===== src/rtl/pc_next_unit.sv =====
// pc_next_unit: architectural PC register, branch/jump target formation and
// branch resolution for the multicycle CPU.
// Optional build macro PC_ALIGN_CHECK_EN: forces pc[1:0] to zero on every
// write and raises a sticky misaligned flag when a write carried nonzero bits.
module pc_next_unit #(
    parameter logic [31:0] RESET_PC = 32'h0000_0000,
    parameter int unsigned CNT_W    = 16
) (
    input  logic             clk,
    input  logic             reset,
    input  logic             PC_WE,
    input  logic [1:0]       PCSrc,
    input  logic [3:0]       Branch,
    input  logic             JAL,
    input  logic             IR_WE,
    input  logic [31:0]      instruction,
    input  logic [31:0]      alu_result,
    input  logic             alu_zero,
    output logic [31:0]      pc,
    output logic [31:0]      branch_target,
    output logic [31:0]      link_addr,
    output logic             branch_taken,
    output logic [CNT_W-1:0] taken_count,
    output logic             misaligned
);

    logic        ir_loaded;
    logic        taken;
    logic        applied;
    logic        pc_write;
    logic [31:0] jump_target;
    logic [31:0] branch_offset;
    logic [31:0] pc_raw;
    logic [31:0] pc_next;

    // Opcode bits are decoded by the control FSM, not here.
    logic unused_opcode;
    assign unused_opcode = &{1'b0, instruction[31:26]};

    assign jump_target   = {pc[31:28], instruction[25:0], 2'b00};
    assign branch_offset = {{14{instruction[15]}}, instruction[15:0], 2'b00};

    // Branch resolution and next-PC selection; an FSM write overrides a taken branch.
    always_comb begin
        taken    = ((Branch == 4'd1) && alu_zero) || ((Branch == 4'd2) && !alu_zero);
        applied  = taken && !PC_WE;
        pc_write = 1'b0;
        pc_raw   = pc;
        if (PC_WE) begin
            case (PCSrc)
                2'd0:    begin pc_raw = branch_target; pc_write = 1'b1; end
                2'd1:    begin pc_raw = alu_result;    pc_write = 1'b1; end
                2'd2:    begin pc_raw = jump_target;   pc_write = 1'b1; end
                default: begin pc_raw = pc;            pc_write = 1'b0; end
            endcase
        end else if (taken) begin
            pc_raw   = branch_target;
            pc_write = 1'b1;
        end
`ifdef PC_ALIGN_CHECK_EN
        pc_next = {pc_raw[31:2], 2'b00};
`else
        pc_next = pc_raw;
`endif
    end

    // PC, targets, link address and taken-branch bookkeeping.
    always_ff @(posedge clk) begin
        if (reset) begin
            pc            <= RESET_PC;
            branch_target <= '0;
            link_addr     <= '0;
            branch_taken  <= 1'b0;
            taken_count   <= '0;
            ir_loaded     <= 1'b0;
        end else begin
            pc           <= pc_next;
            ir_loaded    <= IR_WE;
            branch_taken <= applied;
            if (ir_loaded)
                branch_target <= pc + branch_offset;
            if (JAL)
                link_addr <= pc;
            if (applied && (taken_count != '1))
                taken_count <= taken_count + CNT_W'(1);
        end
    end

`ifdef PC_ALIGN_CHECK_EN
    // Sticky flag: any PC write whose unforced value had low bits set.
    always_ff @(posedge clk) begin
        if (reset)
            misaligned <= 1'b0;
        else if (pc_write && (pc_raw[1:0] != 2'b00))
            misaligned <= 1'b1;
    end
`else
    logic unused_write;
    assign unused_write = pc_write;
    assign misaligned   = 1'b0;
`endif

endmodule


===== config.mk =====
export PLATFORM = sky130hd
export DESIGN_NAME = pc_next_unit
export DESIGN_NICKNAME = d
export VERILOG_FILES = /design/src/rtl/pc_next_unit.sv
export SDC_FILE = /design/constraint.sdc
export NUM_CORES = 1
export LEC_CHECK = 0
export ABC_AREA = 1
export BUFFER_PORTS_ARGS = -buffer_cell sky130_fd_sc_hd__buf_2
export CAP_MARGIN = 5
export CORE_UTILIZATION = 50
export DETAILED_ROUTE_END_ITERATION = 8
export PLACE_DENSITY = 0.76
export SYNTH_ARGS = -nofsm -noshare
export SYNTH_HDL_FRONTEND = slang
export SYNTH_SLANG_ARGS = --single-unit

===== constraint.sdc =====
create_clock -name clk -period 2.05 [get_ports clk]
set_input_delay 0.41 -clock clk [delete_from_list [all_inputs] [get_ports clk]]
set_output_delay 0.41 -clock clk [all_outputs]
set_load 0.01 [all_outputs]

Yosys cells after proc, flatten, opt, wreduce, memory -nomap -nowiden

Cells that the tools add are included.
Widths: inputs -> output; s select.

Output and inout bits: 114
Logic and storage cells: 31
Bits in registers: 114
Input bits: 76

Eq/ne operators: 8
Multiplexer cells: 3
Add/subtract/negate cells: 2
Reduce and logical (&&, ||, !) cells: 11

Operators by type and width:

| cell                  | count |
|---|---|
| $pmux 32 s3           | 1 |
| $mux 32               | 2 |
| $add 32x32->32        | 1 |
| $add 16x1->16 const B | 1 |
| $ne 16x16->1 const B  | 1 |
| $eq 4x1->1 const B    | 1 |
| $eq 4x2->1 const B    | 1 |
| $logic_and 1x1->1     | 4 |
| $ne 4x1->1 const B    | 1 |
| $ne 3x1->1 const B    | 1 |
| $reduce_and 3->1      | 1 |
| $eq 2x1->1 const B    | 1 |
| $eq 2x2->1 const B    | 1 |
| $logic_not 1->1       | 2 |
| $logic_not 2->1       | 1 |
| $ne 2x2->1 const B    | 1 |
| $reduce_and 2->1      | 1 |
| $reduce_bool 2->1     | 1 |
| $logic_or 1x1->1      | 1 |

Longest topological paths before layout

Depth after elaboration: 5
Depth in mapped cells: 14

Worst setup path after synthesis

OpenSTA, ideal clock, no wires.

Kind: register to register
Start: register pc[2]
End: register branch_target[18]
Cell stages (with the launch flop): 15
Period minus slack after synthesis: 1.943 ns
Required time: 1.941 ns
Library setup time: 0.109 ns
Arrival time: 1.834 ns
Path slack: 0.107 ns
Cell sequence: dfxtp_1 ha_1 inv_1 fa_1 inv_1 nand3_1 nand3_1 nand2_1 nand2_1 nand2_1 nand2_1 xnor2_1 nand2_1 nand2_1 inv_1

Word-level cells in the longest chain between the ends: 1

Ends and longest elaborated chain:

| element                | RTL line | RTL |
|---|---|---|
| start, declared        | 19       | `output logic [31:0] pc,` |
| start signal, assigned | 77       | `pc <= pc_next;` |
| $add 32x32->32         | 81       | `branch_target <= pc + branch_offset;` |
| end signal, assigned   | 81       |  |
| end, declared          | 20       | `output logic [31:0] branch_target,` |

Every way passes these cells.
A chain may end at the register's enable or synchronous reset.

Final worst setup path

Start: register pc[2]
End: register branch_target[30]

The elaborated chain is that of the path after synthesis.

==> results.md <==
* CP Max Fanout at 4
* Unrepaired setup endpoints after global routing: false
* Leading area contributor after synthesis: dfxtp_1
* Dpl ws at -0.170 ns
* Share of Yosys cell area claimed by the top area cell type at 0.318
* Core Rows at 43
* Initial DRT Pass Iterations at 6
* Via/cell ratio at roughly 5.3
* Worst path slowest cell: dfxtp_1
* CTS tree: done
* Cells after synthesis at 1130
* Post-route minimum period at 1.91 ns
* Pleak at 0.00509 µW
* Synth Area per Inst at 6.35 µm²
* Power per cell area at 830 mW/mm²
* CTS root buffer: clkbuf_16
* HPWL after DPL at 17600 µm
* Clock Tree Buf Depth at 2
* Inst Count DP at between 1500 and 2000
* Status: complete, no violations
* DRT antenna net count at 0
* Hold Crit Class: in2reg
* Max incr delay on CP at 0.34 ns
* Fin cells at 1545
* Most frequent cell after synthesis: nand2_1
* Worst endpoint data arrival time at 2.24 ns
* Clock net sink count at 114
* Top cell by count, worst path: nand3_1
* Cell area after synthesis at 0.00718 mm²
* Critical path type: reg2reg
* Antenna violations before repair at 1
* CTS Buf Count at 17
* Post-synthesis sequential area ratio at 0.318
* Routed WL at 23700 µm
* Fillers at 1253
* Final setup skew at 0.00747 ns
* Ordered list of cells on the worst path: ha_2 -> inv_1 -> fa_2 -> inv_1 -> nand3_1 -> nand3_2 -> nand3_1 -> nand3_2 -> nand2_1 -> nand3_1 -> nand3_1 -> nand2_1 -> inv_1
* First-pass GRT wire length at 37000 µm
* Share of cells above drive strength 1 at 0.233
* Most frequent cells after synthesis: 264 x nand2_1, 184 x nor2_1, 152 x inv_1, 114 x dfxtp_1, 71 x nand3_1
* Unique masters post-synth at 36
* Grt total ovfl at 0
* H-tree depth at 4
* Final GP Congestion at 0.957
* Post-route setup slack at 0.136 ns
* P&R area growth vs syn at 30.2%
* Die Ht at 122 µm
* Final period utilization at 0.934
* Chip width at 122 µm
* Final Setup Violations at 0
* Fmax at 522 MHz
* Post-Syn Nets at 1240
* Top post-synthesis cells by area: dfxtp_1 32%, nand2_1 14%, nor2_1 9.6%
* Slew HR at 0.454
* Die area at 0.0148 mm²
* Slew Limit Fails at 0
* Worst-margin pin slew at 0.819 ns
* Pin count of the biggest net entering global routing at 42
* Most used flip-flop cell after synthesis: dfxtp_1
* Routed len/inst at around 15 µm
* Drt drc at 0
* Max VDD drop at approximately 0.68 mV
* Ports at 190
* Vias in the first global route at 7445
* Worst skew pair latency at 0.42 ns
* Number of synthesized flops with an enable pin at 0
* Core area at 0.0139 mm²
* Seq cells post-synth at 114
* CP Capture Type: flop
* Syn. warnings at 0
* Port buffer count at approximately 180
* Drt initial violations at around 680
* Count of final hold-check violations at 0
* Worst setup SP type: flop
* # Max-Cap Violations at 0
* Critical path required time at between 2 and 2.5 ns
* Reg clk slew, reported paths at 0.06 ns
* CTS Hold Bufs at 0
* Starting density of the core at 0.515
* Vias at 8255
* Nets at between 1000 and 1500
* GRT Total Usage at 0.323
* Async SR Flop Fraction at 0
## area by class of cell
type                       count  area [µm²]  share of cell area
antenna                        1        2.50            0.000268
clock buffer                  20         457              0.0489
clock inverter                12         226              0.0242
inverter                     155         582              0.0623
multi-input combinational    811        4110               0.439
sequential                   114        2280               0.244
tap                          180         225              0.0241
timing repair buffer         252        1460               0.156
## where the power goes
group / switching (µW) / internal [µW] / leakage, µW
registers: 128 / 2370 / 0.000938
clock network: 1110 / 2350 / 0.000327
logic: 1070 / 714 / 0.00383
## cell families (layout without fill, tap and decap cells)
kind of cell / count (synthesis) / count (layout) / share of synthesized area
buf+inv: 205 / 439 / 0.115
simple gates: 555 / 555 / 0.321
fa+ha+maj: 34 / 34 / 0.0603
xor+xnor: 19 / 19 / 0.0232
compound gates: 202 / 202 / 0.162
flops: 114 / 114 / 0.318
other cells: 1 / 2 / 0.000523
## cell usage in the layout (no fill, tap or decap), types with 3 or more instances in the layout
master,synthesis,layout
clkbuf_16,0,17
o21ai_1,27,28
o21ai_0,65,64
o21bai_1,4,4
xnor2_1,7,7
nand2_1,264,262
xor2_1,12,12
a31oi_1,27,27
buf_2,11,182
a21oi_1,50,48
buf_4,3,68
nand2_2,4,6
bufinv_16,0,6
nor3_1,7,7
nand4_1,7,7
dfxtp_1,114,114
nand3_1,71,67
a22o_1,25,25
nor2_4,4,4
inv_2,3,4
nand3_2,4,8
a21oi_2,1,3
ha_1,33,32
nor2_1,184,184
nor2_2,5,5
inv_1,152,151
## sequential cells by signal (all words and copies together), names as in the netlist
name,count
branch_taken,1
ir_loaded,1
branch_target,32
taken_count,16
link_addr,32
pc,32
## worst paths after layout
check / from / to / cells past startpoint / slack, ns
min: IR_WE / ir_loaded / 3 / 0.21
max reg2reg: pc[2] / branch_target[30] / 13 / 0.14
max: pc[2] / branch_target[30] / 13 / 0.14
min reg2reg: branch_target[1] / branch_target[1] / 2 / 0.48
## critical path, delay by kind of cell, from the launching register on
family | cells | cell delay [ns]
AND/OR/NAND/NOR | 8 | 0.79
adder cells (fa/ha/maj) | 2 | 0.53
flip-flops | 1 | 0.34
buffers and inverters | 3 | 0.17
## routing by layer
metal,share of wire,track usage,wire length (µm)
met3,0.094,0.0613,2230
met4,0.026,0.126,612
met5,0,0,0
met2,0.45,0.513,10700
met1,0.43,0.431,10200
## per-stage QoR
| stage | hold slack (ns) | TNS [ns] | utilization | area [µm²] | total power [µW] |
|---|---|---|---|---|---|
| after floorplan | 0.492 | 0 | - | 7180 | 3570 |
| after global placement | 0.460 | -0.978 | 0.618 | 8620 | 4250 |
| after detailed placement | 0.468 | -1.29 | 0.618 | 8620 | 4270 |
| after CTS | 0.204 | 0 | 0.668 | 9310 | 7730 |
| after global routing | 0.205 | 0 | 0.670 | 9340 | 8070 |
| final | 0.211 | 0 | 0.670 | 9340 | 7750 |
## what timing repair did
item,CTS,global route
gates resized for setup,2,9
setup endpoints to repair,4,15
setup buffers,0,0
No activity file was read; power rests on OpenSTA's default activity.
